[src/rtl/redirect_ctrl_if.sv]
// Branch-redirect bundle: two branch-pipe request ports, ROB flush, and the
// registered frontend redirect handshake with its accept counter.
interface redirect_ctrl_if #(
    parameter int unsigned ROB_ID_W = 7,
    parameter int unsigned PC_W     = 64
) ();
    logic                bju0_redirect_valid;
    logic [PC_W-1:0]     bju0_redirect_target;
    logic [ROB_ID_W-1:0] bju0_robid;
    logic                bju1_redirect_valid;
    logic [PC_W-1:0]     bju1_redirect_target;
    logic [ROB_ID_W-1:0] bju1_robid;
    logic                rob_flush;
    logic                fe_redirect_ready;
    logic                fe_redirect_valid;
    logic [PC_W-1:0]     fe_redirect_target;
    logic [ROB_ID_W-1:0] fe_redirect_robid;
    logic [31:0]         redirect_cnt;

    modport master (
        output bju0_redirect_valid, bju0_redirect_target, bju0_robid,
        output bju1_redirect_valid, bju1_redirect_target, bju1_robid,
        output rob_flush, fe_redirect_ready,
        input  fe_redirect_valid, fe_redirect_target, fe_redirect_robid, redirect_cnt
    );

    modport slave (
        input  bju0_redirect_valid, bju0_redirect_target, bju0_robid,
        input  bju1_redirect_valid, bju1_redirect_target, bju1_robid,
        input  rob_flush, fe_redirect_ready,
        output fe_redirect_valid, fe_redirect_target, fe_redirect_robid, redirect_cnt
    );
endinterface

[src/rtl/redirect_ctrl.sv]
// Arbitrates branch redirects from two pipes by ROB age and holds the oldest
// one for the frontend until accepted; ROB flush overrides everything.
module redirect_ctrl #(
    parameter int unsigned ROB_ID_W = 7,
    parameter int unsigned PC_W     = 64
) (
    input logic             clock,
    input logic             reset,
    redirect_ctrl_if.slave  bus
);
    typedef enum logic [0:0] {StIdle, StPend} state_e;

    state_e              state_q, state_d;
    logic [PC_W-1:0]     target_q, target_d;
    logic [ROB_ID_W-1:0] robid_q, robid_d;
    logic [31:0]         cnt_q, cnt_d;

    logic                cand_valid;
    logic [PC_W-1:0]     cand_target;
    logic [ROB_ID_W-1:0] cand_robid;
    logic                handshake;

    // Wrap bit flips each time the ROB index rolls over, so a differing wrap
    // bit inverts the index ordering.
    function automatic logic is_older(input logic [ROB_ID_W-1:0] a,
                                      input logic [ROB_ID_W-1:0] b);
        if (a[ROB_ID_W-1] == b[ROB_ID_W-1]) begin
            return a[ROB_ID_W-2:0] < b[ROB_ID_W-2:0];
        end
        return a[ROB_ID_W-2:0] > b[ROB_ID_W-2:0];
    endfunction

    always_comb begin
        cand_valid  = bus.bju0_redirect_valid | bus.bju1_redirect_valid;
        cand_target = bus.bju0_redirect_target;
        cand_robid  = bus.bju0_robid;
        // Pipe 1 wins only when strictly older, so equal ids go to pipe 0.
        if (bus.bju1_redirect_valid &&
            (!bus.bju0_redirect_valid || is_older(bus.bju1_robid, bus.bju0_robid))) begin
            cand_target = bus.bju1_redirect_target;
            cand_robid  = bus.bju1_robid;
        end
    end

    assign handshake = (state_q == StPend) && bus.fe_redirect_ready;

    always_comb begin
        state_d  = state_q;
        target_d = target_q;
        robid_d  = robid_q;
        cnt_d    = cnt_q;
        if (bus.rob_flush) begin
            state_d = StIdle;
        end else begin
            unique case (state_q)
                StIdle: begin
                    if (cand_valid) begin
                        state_d  = StPend;
                        target_d = cand_target;
                        robid_d  = cand_robid;
                    end
                end
                StPend: begin
                    if (handshake) begin
                        cnt_d = cnt_q + 32'd1;
                    end
                    if (cand_valid && is_older(cand_robid, robid_q)) begin
                        target_d = cand_target;
                        robid_d  = cand_robid;
                    end else if (handshake) begin
                        // Younger candidates sit on the path being squashed.
                        state_d = StIdle;
                    end
                end
                default: state_d = StIdle;
            endcase
        end
    end

    always_ff @(posedge clock or posedge reset) begin
        if (reset) begin
            state_q  <= StIdle;
            target_q <= '0;
            robid_q  <= '0;
            cnt_q    <= '0;
        end else begin
            state_q  <= state_d;
            target_q <= target_d;
            robid_q  <= robid_d;
            cnt_q    <= cnt_d;
        end
    end

    assign bus.fe_redirect_valid  = (state_q == StPend);
    assign bus.fe_redirect_target = target_q;
    assign bus.fe_redirect_robid  = robid_q;
    assign bus.redirect_cnt       = cnt_q;
endmodule

[src/flat_wrapper.sv]
// flat-port wrapper written by rule: the top's interface ports become plain ports
module redirect_ctrl_flat 
#(
    parameter int unsigned ROB_ID_W = 7,
    parameter int unsigned PC_W     = 64
)
  (clock, reset, bus_bju0_redirect_valid, bus_bju0_redirect_target, bus_bju0_robid, bus_bju1_redirect_valid, bus_bju1_redirect_target, bus_bju1_robid, bus_rob_flush, bus_fe_redirect_ready, bus_fe_redirect_valid, bus_fe_redirect_target, bus_fe_redirect_robid, bus_redirect_cnt);
  redirect_ctrl_if #(.ROB_ID_W(ROB_ID_W), .PC_W(PC_W)) bus_i ();
  input logic clock;
  input logic reset;
  input wire logic [$bits(bus_i.bju0_redirect_valid)-1:0] bus_bju0_redirect_valid;
  input wire logic [$bits(bus_i.bju0_redirect_target)-1:0] bus_bju0_redirect_target;
  input wire logic [$bits(bus_i.bju0_robid)-1:0] bus_bju0_robid;
  input wire logic [$bits(bus_i.bju1_redirect_valid)-1:0] bus_bju1_redirect_valid;
  input wire logic [$bits(bus_i.bju1_redirect_target)-1:0] bus_bju1_redirect_target;
  input wire logic [$bits(bus_i.bju1_robid)-1:0] bus_bju1_robid;
  input wire logic [$bits(bus_i.rob_flush)-1:0] bus_rob_flush;
  input wire logic [$bits(bus_i.fe_redirect_ready)-1:0] bus_fe_redirect_ready;
  output wire logic [$bits(bus_i.fe_redirect_valid)-1:0] bus_fe_redirect_valid;
  output wire logic [$bits(bus_i.fe_redirect_target)-1:0] bus_fe_redirect_target;
  output wire logic [$bits(bus_i.fe_redirect_robid)-1:0] bus_fe_redirect_robid;
  output wire logic [$bits(bus_i.redirect_cnt)-1:0] bus_redirect_cnt;
  assign bus_i.bju0_redirect_valid = bus_bju0_redirect_valid;
  assign bus_i.bju0_redirect_target = bus_bju0_redirect_target;
  assign bus_i.bju0_robid = bus_bju0_robid;
  assign bus_i.bju1_redirect_valid = bus_bju1_redirect_valid;
  assign bus_i.bju1_redirect_target = bus_bju1_redirect_target;
  assign bus_i.bju1_robid = bus_bju1_robid;
  assign bus_i.rob_flush = bus_rob_flush;
  assign bus_i.fe_redirect_ready = bus_fe_redirect_ready;
  assign bus_fe_redirect_valid = bus_i.fe_redirect_valid;
  assign bus_fe_redirect_target = bus_i.fe_redirect_target;
  assign bus_fe_redirect_robid = bus_i.fe_redirect_robid;
  assign bus_redirect_cnt = bus_i.redirect_cnt;
  redirect_ctrl #(.ROB_ID_W(ROB_ID_W), .PC_W(PC_W)) u_core (.clock(clock), .reset(reset), .bus(bus_i));
endmodule
[config.mk]
export PLATFORM = sky130hd
export DESIGN_NAME = redirect_ctrl_flat
export DESIGN_NICKNAME = d
export VERILOG_FILES = /design/src/rtl/redirect_ctrl_if.sv /design/src/rtl/redirect_ctrl.sv /design/src/flat_wrapper.sv
export SDC_FILE = /design/constraint.sdc
export NUM_CORES = 1
export LEC_CHECK = 0
export CORE_MARGIN = 4
export CORE_UTILIZATION = 45
export DETAILED_ROUTE_END_ITERATION = 10
export GPL_TIMING_DRIVEN = 0
export HOLD_SLACK_MARGIN = 0.03
export PLACE_DENSITY_LB_ADDON = 0.08
export SYNTH_ARGS = -nofsm -noshare
export SYNTH_HDL_FRONTEND = slang
export SYNTH_SLANG_ARGS = --single-unit
[constraint.sdc]
create_clock -name clock -period 9.4 [get_ports clock]
set_clock_uncertainty 0.15 [all_clocks]
set_input_delay 1.88 -clock clock [delete_from_list [all_inputs] [get_ports clock]]
set_output_delay 1.88 -clock clock [all_outputs]
set_load 0.01 [all_outputs]
Word-level counts from Yosys, hierarchy flattened
Cells that the tools add are included.
Storage, ports and cells
  register bits after elaboration: 104
  bits in latches: 0
  RAM bits: 0
  bits in read-only memories: 0
  output and inout bits: 104
  memories kept: 0
Cells by class
  $add $sub $neg: 1
  multiply operators: 0
  divide/modulo/power cells: 0
  order comparisons: 4
  eq/ne operators: 4
  shift operators: 0
  muxes and demuxes: 23
  bitwise operators: 3
  reduce and logical (&&, ||, !) cells: 7
Operators by type and width (number)
  $mux W64: 3
  $pmux W64 S2: 1
  $add A32 B1 Y32 const B: 1
  $mux W7: 3
  $mux W1: 14
  $pmux W7 S2: 1
  $gt A6 B6 Y1: 2
  $lt A6 B6 Y1: 2
  $reduce_and A3 Y1: 2
  $logic_and A1 B1 Y1: 3
  $eq A1 B1 Y1: 2
  $ne A2 B1 Y1 const B: 1
  $ne A2 B2 Y1 const B: 1
  $not A1 Y1: 2
  $pmux W1 S2: 1
  $logic_not A1 Y1: 1
  $logic_or A1 B1 Y1: 1
  $or A1 B1 Y1: 1

Longest topological paths before layout
Gate-level depths: netlist of run 1.
  word-level depth: 17
  gate-level depth with buffers: 16
  gate-level depth less buffers: 14

Worst setup path before layout of run 1
Ideal clock, no wire load.
  path type: in2reg
  start: input port bus_bju0_robid[4]
  end: register u_core.robid_q[1] (netlist: u_core.bus.fe_redirect_robid[1])
  arrival: 5.887 ns
  data required time: 9.125 ns
  setup slack: 3.238 ns
  stages: 16
  buffers on the path: 2
  cells stage by stage: inv_1 -> ha_1 -> and4_2 -> o21a_1 -> o311a_2 -> o21ai_1 -> buf_6 -> mux2_2 -> ha_1 -> a21o_1 -> a21o_1 -> o31a_2 -> a22o_2 -> a211oi_4 -> buf_6 -> mux2_4
Between the ends
  elaborated cells between the ends (all ways): 23
RTL lines
  from (decl): line flat_wrapper.sv:13  | input wire logic [$bits(bus_i.bju0_robid)-1:0] bus_bju0_robid;
  $lt A6 B6 Y1: line redirect_ctrl.sv:28  | return a[ROB_ID_W-2:0] < b[ROB_ID_W-2:0];
  $mux W1: line redirect_ctrl.sv:27  | if (a[ROB_ID_W-1] == b[ROB_ID_W-1]) begin
  $mux W1: line redirect_ctrl.sv:30  | return a[ROB_ID_W-2:0] > b[ROB_ID_W-2:0];
  $logic_or A1 B1 Y1: line redirect_ctrl.sv:39  | (!bus.bju0_redirect_valid || is_older(bus.bju1_robid, bus.bju0_robid))) begin
  $logic_and A1 B1 Y1: line redirect_ctrl.sv:38  | if (bus.bju1_redirect_valid &&
  $mux W7 *: line redirect_ctrl.sv:38
  named net u_core.cand_robid[4]: line redirect_ctrl.sv:20  | logic [ROB_ID_W-1:0] cand_robid;
  $lt A6 B6 Y1: line redirect_ctrl.sv:28
  $mux W1: line redirect_ctrl.sv:27
  $mux W1 *: line redirect_ctrl.sv:30
  $mux W1 *: line redirect_ctrl.sv:55  | unique case (state_q)
  $mux W1 *: line redirect_ctrl.sv:52  | if (bus.rob_flush) begin
  $logic_and A1 B1 Y1 *: line redirect_ctrl.sv:67  | if (cand_valid && is_older(cand_robid, robid_q)) begin
  $ne A2 B2 Y1 (no source line) *
  $reduce_and A3 Y1 (no source line) *
  to (signal assigned): line redirect_ctrl.sv:89  | robid_q <= robid_d;
  to (decl): line redirect_ctrl.sv:15  | logic [ROB_ID_W-1:0] robid_q, robid_d;
Mark *: on every way through the listed nets, which the timed path passes. The rest lies on a longest branch. The select of a mux whose other input is x is not followed.
A chain may end at the register's enable or synchronous reset.

Worst setup path in the final report of run 1
  start: input port bus_bju0_robid[4]
  end: register u_core.target_q[49] (netlist: u_core.bus.fe_redirect_target[49])
Between the ends
  elaborated cells between the ends (all ways): 24
RTL lines
  $lt A6 B6 Y1: line redirect_ctrl.sv:28
  $mux W1: line redirect_ctrl.sv:27
  $mux W1: line redirect_ctrl.sv:30
  $logic_or A1 B1 Y1: line redirect_ctrl.sv:39
  $logic_and A1 B1 Y1: line redirect_ctrl.sv:38
  $mux W7 *: line redirect_ctrl.sv:38
  named net u_core.cand_robid[4]: line redirect_ctrl.sv:20
  $lt A6 B6 Y1: line redirect_ctrl.sv:28
  $mux W1: line redirect_ctrl.sv:27
  $mux W1 *: line redirect_ctrl.sv:30
  $mux W1 *: line redirect_ctrl.sv:55
  $mux W1 *: line redirect_ctrl.sv:52
  $logic_and A1 B1 Y1 *: line redirect_ctrl.sv:67
  $ne A2 B2 Y1 (no source line) *
  $reduce_and A3 Y1 (no source line) *
  to (signal assigned): line redirect_ctrl.sv:88  | target_q <= target_d;
  to (decl): line redirect_ctrl.sv:14  | logic [PC_W-1:0] target_q, target_d;
Marks and branches as above.

==> results of run 1 <==
[state kept, by name, indices dropped and copies added, names as in the netlist]
| name | cells |
|---|---|
| u_core.bus.fe_redirect_valid | 1 |
| u_core.bus.fe_redirect_robid | 7 |
| u_core.bus.redirect_cnt | 32 |
| u_core.bus.fe_redirect_target | 64 |
[how the worst min path moves through the flow]
| stage | start | end | slack [ps] | cells after the start |
|---|---|---|---|---|
| floorplan | u_core.bus.redirect_cnt[31] | u_core.bus.redirect_cnt[31] | 360 | 1 |
| finish | u_core.bus.redirect_cnt[31] | u_core.bus.redirect_cnt[31] | 320 | 1 |
| CTS | u_core.bus.redirect_cnt[31] | u_core.bus.redirect_cnt[31] | 330 | 1 |
| global placement | u_core.bus.redirect_cnt[31] | u_core.bus.redirect_cnt[31] | 310 | 1 |
| detailed placement | u_core.bus.redirect_cnt[31] | u_core.bus.redirect_cnt[31] | 320 | 1 |
| global route | u_core.bus.redirect_cnt[31] | u_core.bus.redirect_cnt[31] | 360 | 1 |
[cells in the final DEF (no fill, tap or decap), types with 10 or more instances in the layout]
master | synthesis | routed
clkdlybuf4s50_1 | 0 | 251
dfrtp_1 | 104 | 104
ha_1 | 13 | 13
inv_1 | 16 | 15
mux2_2 | 129 | 129
mux2_4 | 10 | 10
nand2_1 | 16 | 16
nand3_1 | 14 | 14
nand4_1 | 10 | 10
xnor2_1 | 25 | 25
[worst max-delay path, cell delays in order]
cell	delay, ps
clkdlybuf4s50_1	480
inv_1	40
ha_1	290
a21oi_1	150
a21boi_0	190
o311a_2	410
o21ai_1	720
buf_6	250
mux2_2	370
ha_1	300
a21o_1	190
a21o_1	220
o31a_2	300
a22o_2	260
a211oi_4	600
buf_6	270
mux2_2	350
[area by class of cell]
class / count / area (um2)
clock buffers: 11 / 252.7
inverters: 16 / 62.56
well taps: 143 / 178.9
repair buffers: 252 / 2540
multi-input cells: 276 / 2630
clock inverters: 5 / 53.80
plain buffers: 16 / 133.9
fillers: 862 / 3159
flip-flops and latches: 104 / 2603
[where the power goes]
part	total (mW)	internal [mW]	leakage [nW]	switching [mW]
logic	0.764	0.480	2.12	0.284
registers	0.666	0.586	1.29	0.0794
clock network	0.378	0.220	0.156	0.157
total	1.81	1.29	3.56	0.521
[layer usage]
metal,part of all wire,global-route usage
met1,0.39,0.2494
met2,0.51,0.3816
met3,0.064,0.06103
met4,0.032,0.09084
met5,0,0
[cell families after synthesis]
group | Yosys count
multiplexers | 142
flip-flops | 104
AND/OR/NAND/NOR | 65
XOR/XNOR | 32
buffers and inverters | 32
AO/OA/AOI/OAI | 24
adder cells (fa/ha/maj) | 13
[metrics by stage]
stage                 util  worst slack (ps)  std cells
global placement    0.6990              1879        806
detailed placement  0.7016              1765        807
global route        0.7280              1880        823
CTS                 0.7280              2120        823
finish              0.7280              2184        823
floorplan                -              3238        412
[Yosys cell counts (2+ instances only)]
library cell	n
ha_1	13
nand4_1	10
mux2i_1	2
and3_1	5
buf_2	5
dfrtp_1	104
xnor2_1	25
xor2_1	7
clkbuf_1	2
and4_1	2
mux2_2	129
nor2_1	8
and4_2	2
a21o_1	2
mux2_4	10
nand3_1	14
a21oi_1	4
nand2_1	16
buf_6	9
nand3b_1	2
inv_1	16
a22o_2	2
==> flow_metrics.py, run 1 <==
metrics = {
    "clocking": {
        "ctsHtreeMaxLevel": 3,
        "worst_skew_pair.late_latency_ps": 340,
        "ctsLongestPathBuffers": 2,
        "postCtsSetupRepairBufs": 0,
        "cts_root_buffer": "clkbuf_16",
        "tritoncts_clock_tree": "done",
        "numClockSinks": 104,
        "ctsResizeCount": 0,
        "holdBufCountCts": 0,
        "total_cts_buffers": 9,
        "path_clk_slew_ps": 70,
    },
    "place": {
        "dp.final_hpwl_mm": 11.76,
        "dpl_cell_area_um2": 8148,
        "place_congestion": 0.8792,
        "numPortBuffers": 251,
    },
    "sta": {
        "min_period_over_period": 0.7677,
        "final-max-slew-violation-count": 0,
        "period_minus_slack_ps": 7216,
        "setup_total_negative_slack_ps": 0,
        "rsz0062_at_grt": "no",
        "setup_viol": 0,
        "worstMarginPinSlew_ps": 902.1,
        "finalHoldViolCount": 0,
        "maxClockFrequency_mhz": 138.6,
        "maxSlewHeadroom": 0.3946,
        "hold_slack_final_ps": 320.2,
    },
    "synthesis": {
        "yosys.area.top_type": "dfrtp_1",
        "post_synth_main_area_contributors": "dfrtp_1 48%, mux2_2 27%, xnor2_1 4.0%",
        "synth_compound_area_frac": 0.03804,
        "synth_fp_nets": 573,
        "post_synth.cell_area_avg_um2": 13.17,
        "synth_seq_cells": 104,
        "mappedNetlistArea_um2": 5426,
        "ys.flop_type": "dfrtp_1",
        "ys_seq_area_frac": 0.4796,
        "yosys.area_share.xor_xnor": 0.05165,
        "synth-edff-count": 0,
        "post_synth_inst_count": 412,
        "synth_top_family_by_area": "multiplexers",
        "yosys-mux-area-fraction": 0.3011,
        "yosys.area_share.simple": 0.06387,
        "synth-async-reset-ratio": 1.000,
        "yosysTopAreaCellShare": 0.4796,
        "adder_cell_share_of_the_synthesized_area": 0.02997,
        "synth_cell_type_count": 45,
        "ys_warn_count": 0,
    },
    "setup_path": {
        "critPathArrivalTime_ps": 7290,
        "r2r.worst_path.cells": 9,
        "criticalPathCategory": "primary input to flop",
        "ff2ff_setup_slack_ps": 6200,
        "timing.critical_path.required_ps": 9470,
        "critPathLaunchType": "primary input",
        "timing.critical_path.to_type": "flop",
        "crit-reg2reg-launch": "u_core.bus.fe_redirect_robid[4]",
        "startpoint": "bus_bju0_robid[4]",
        "path_max_fanout": 10,
        "timing.critical_path.to": "u_core.bus.fe_redirect_target[49]",
        "worst_r2r_endpoint": "u_core.bus.fe_redirect_target[49]",
    },
    "run": {
        "cap_viol_max_count": 0,
    },
    "grt": {
        "grt_max_degree": 63,
        "antenna_found_initial": 0,
        "grt_pass1_wl_mm": 24.26,
        "global_route.usage.total": 0.2177,
        "grt_pass1_vias": 4587,
        "gr-total-overflow": 0,
    },
    "floorplanning": {
        "die_width_um": 117.8,
        "design.portCount": 252,
        "die_area_um2": 13880,
        "row_count": 39,
        "initial_utilization": 0.4672,
        "die_y_um": 117.8,
        "coreArea_um2": 11610,
    },
    "power": {
        "p_leak_nw": 3.559,
        "ir_worst_vdd_mv": 0.1440,
        "fin_total_pwr_mw": 1.808,
        "power_per_cell_area_nw_per_um2": 213.8,
    },
    "routing": {
        "detail_route.iter0.violations": 127,
        "detailroute.via_count": 4177,
        "drc": 0,
        "detailedRoute.firstPassIterationCount": 4,
        "post_drt_wl_per_cell_um": 17.99,
        "vias_per_cell": 5.075,
        "postRouteWirelength_mm": 14.81,
        "antenna_left": 0,
    },
    "hold_path": {
        "min_path_type": "flop to flop",
    },
    "outcome": {
        "outcome": "finished, final reports clean",
    },
    "layout": {
        "area_growth_pct": 55.80,
        "antennaDiodeCount": 0,
        "post_route_cells_drive_above_1_share": 0.2662,
        "post-route-cell-area_um2": 8454,
        "final_nets": 836,
    },
}
Note: power is estimated with default switching activity, not from simulation.
==> run 2, diff against run 1 <==
CORE_UTILIZATION = 38   (was 45)
clock period = 6.15 ns   (was 9.4 ns; I/O delays follow)
==> run 2 against run 1 <==
Routed wire length is 0.17% lower. Die area increased by 17%. Register-to-register slack got worse by 3000 ps. Final cell count increased by 4.5%. First-iteration DRC count up 4.7%. Sequential share of layout area decreased by 0.24 points. Non-clock buffer count is 1 higher. Count of clock-buffer cells in the layout shrank 1. Worst setup slack got worse by 1900 ps. Critical path type unchanged.
==> flow_metrics.py, run 2 (synthesis gave the netlist of run 1 again) <==
metrics = {
    "setup_path": {
        "path_buf_inv": 5,
        "crit-reg2reg-launch": "u_core.bus.fe_redirect_robid[4]",
        "path_max_fanout": 10,
        "timing.critical_path.cells": "clkdlybuf4s50_1 > inv_1 > ha_1 > and4_2 > o21a_1 > o311a_2 > o21ai_4 > buf_6 > mux2_2 > ha_1 > a21o_1 > a21o_1 > o31a_2 > a22o_2 > a211oi_4 > buf_12 > buf_6 > mux2_2",
        "timing.critical_path.required_ps": 6230,
        "critPathLaunchType": "primary input",
        "timing.critical_path.depth": 18,
        "crit_path_max_incr_delay_ps": 480,
        "critical-path-top-delay-family": "compound AO/OA/AOI/OAI gates",
        "criticalPathCategory": "primary input to flop",
        "r2r.worst_path.cells": 10,
        "critPathArrivalTime_ps": 5990,
        "timing.critical_path.to": "u_core.bus.fe_redirect_target[55]",
        "timing.critical_path.to_type": "flop",
        "worst_r2r_endpoint": "u_core.bus.fe_redirect_target[55]",
        "ff2ff_setup_slack_ps": 3230,
        "startpoint": "bus_bju0_robid[2]",
        "timing.critical_path.slowest_stage_cell": "clkdlybuf4s50_1",
    },
    "grt": {
        "grt_pass1_vias": 4469,
        "antenna_found_initial": 0,
        "grt_max_degree": 69,
        "global_route.usage.total": 0.1817,
        "gr-total-overflow": 0,
        "grt_pass1_wl_mm": 23.27,
    },
    "layout": {
        "antennaDiodeCount": 0,
        "area_growth_pct": 57.02,
        "final_nets": 837,
        "largest_register_ff_count": 64,
        "post-route-cell-area_um2": 8521,
        "post_route_cells_drive_above_1_share": 0.2676,
        "layout.cells.most_common_list": "251 x clkdlybuf4s50_1, 129 x mux2_2, 104 x dfrtp_1, 25 x xnor2_1, 16 x nand2_1",
        "final_common_cell": "clkdlybuf4s50_1",
    },
    "sta": {
        "setup_total_negative_slack_ps": 0,
        "final-max-slew-violation-count": 0,
        "final_critical_path_setup_slack_ps": 234.0,
        "maxClockFrequency_mhz": 169.0,
        "period_minus_slack_ps": 5916,
        "finalHoldViolCount": 0,
        "worstMarginPinSlew_ps": 592.6,
        "rsz0062_at_grt": "no",
        "maxSlewHeadroom": 0.6035,
        "setup_viol": 0,
        "hold_slack_final_ps": 325.3,
        "min_period_over_period": 0.9619,
    },
    "floorplanning": {
        "die_area_um2": 16260,
        "die_y_um": 127.5,
        "design.portCount": 252,
        "row_count": 43,
        "die_width_um": 127.5,
        "coreArea_um2": 13930,
        "initial_utilization": 0.3894,
    },
    "clocking": {
        "numClockSinks": 104,
        "cts_root_buffer": "clkbuf_16",
        "ctsLongestPathBuffers": 2,
        "total_cts_buffers": 9,
        "path_clk_slew_ps": 70,
        "ctsHtreeMaxLevel": 3,
        "worst_skew_pair.late_latency_ps": 340,
        "tritoncts_clock_tree": "done",
    },
    "routing": {
        "drc": 0,
        "detailedRoute.firstPassIterationCount": 4,
        "postRouteWirelength_mm": 14.78,
        "detail_route.iter0.violations": 133,
        "post_drt_wl_per_cell_um": 17.19,
        "detailroute.via_count": 4147,
        "vias_per_cell": 4.822,
        "antenna_left": 0,
    },
    "place": {
        "numPortBuffers": 251,
        "dpl_cell_area_um2": 8194,
        "place_congestion": 0.7988,
        "preCtsSetupSlack_ps": -807.7,
        "dp.final_hpwl_mm": 11.63,
    },
    "power": {
        "p_leak_nw": 3.559,
        "power_per_cell_area_nw_per_um2": 322.9,
        "ir_worst_vdd_mv": 0.1481,
    },
    "outcome": {
        "outcome": "finished, final reports clean",
    },
    "run": {
        "cap_viol_max_count": 0,
    },
    "hold_path": {
        "min_path_type": "flop to flop",
    },
}
-- run 2: changes by cell type in the layout (fill, tap and decap cells not counted), sizes merged --
cell      before  now
clkbuf        13   12
clkinv         3    2
clkinvlp       0    1
buf           15   16
-- run 2: worst min path at each step --
stage	to	slack, ps	startpoint	cells past startpoint
6_report	u_core.bus.redirect_cnt[31]	330	u_core.bus.redirect_cnt[31]	1
5_1_grt	u_core.bus.redirect_cnt[31]	360	u_core.bus.redirect_cnt[31]	1
4_1_cts	u_core.bus.redirect_cnt[31]	330	u_core.bus.redirect_cnt[31]	1
3_5_place_dp	u_core.bus.redirect_cnt[31]	330	u_core.bus.redirect_cnt[31]	1
3_3_place_gp	u_core.bus.redirect_cnt[31]	310	u_core.bus.redirect_cnt[31]	1
2_1_floorplan	u_core.bus.redirect_cnt[31]	360	u_core.bus.redirect_cnt[31]	1
-- run 2: layout make-up --
type / instances / area, um2
Buffer: 16 / 133.9
Clock buffer: 10 / 239.0
Clock inverter: 5 / 56.30
Fill cell: 1121 / 5414
Inverter: 16 / 62.56
Multi-Input combinational cell: 276 / 2641
Sequential cell: 104 / 2603
Tap cell: 180 / 225.2
Timing Repair Buffer: 253 / 2560
-- run 2: what timing repair did --
item | in CTS | in global routing
buffers inserted | 1 | 0
gates resized for setup | 2 | 0
hold buffers | 0 | 0
endpoints found under the setup margin | 71 | 0
-- run 2: stage by stage --
| step | instances | power (mW) | utilization |
|---|---|---|---|
| 6_report | 860 | 2.751 | 0.6115 |
| 4_1_cts | 860 | 2.799 | 0.6115 |
| 3_3_place_gp | 843 | 2.185 | 0.5859 |
| 5_1_grt | 860 | 2.921 | 0.6115 |
| 3_5_place_dp | 844 | 2.210 | 0.5880 |
| 2_1_floorplan | 412 | 1.549 | - |
-- run 2: report_power, final --
part	internal, mW	switching [mW]	leakage (nW)
Sequential	0.896	0.124	1.29
Clock	0.324	0.243	0.145
Combinational	0.737	0.426	2.13
-- run 2: metal layers --
metal | GRT usage | share of wire | vias to the layer above
met3 | 0.04933 | 0.069 | 20
li1 | - | - | 2006
met2 | 0.3177 | 0.51 | 137
met1 | 0.2143 | 0.40 | 1984
met4 | 0.06435 | 0.019 | 0
met5 | 0 | 0 | -
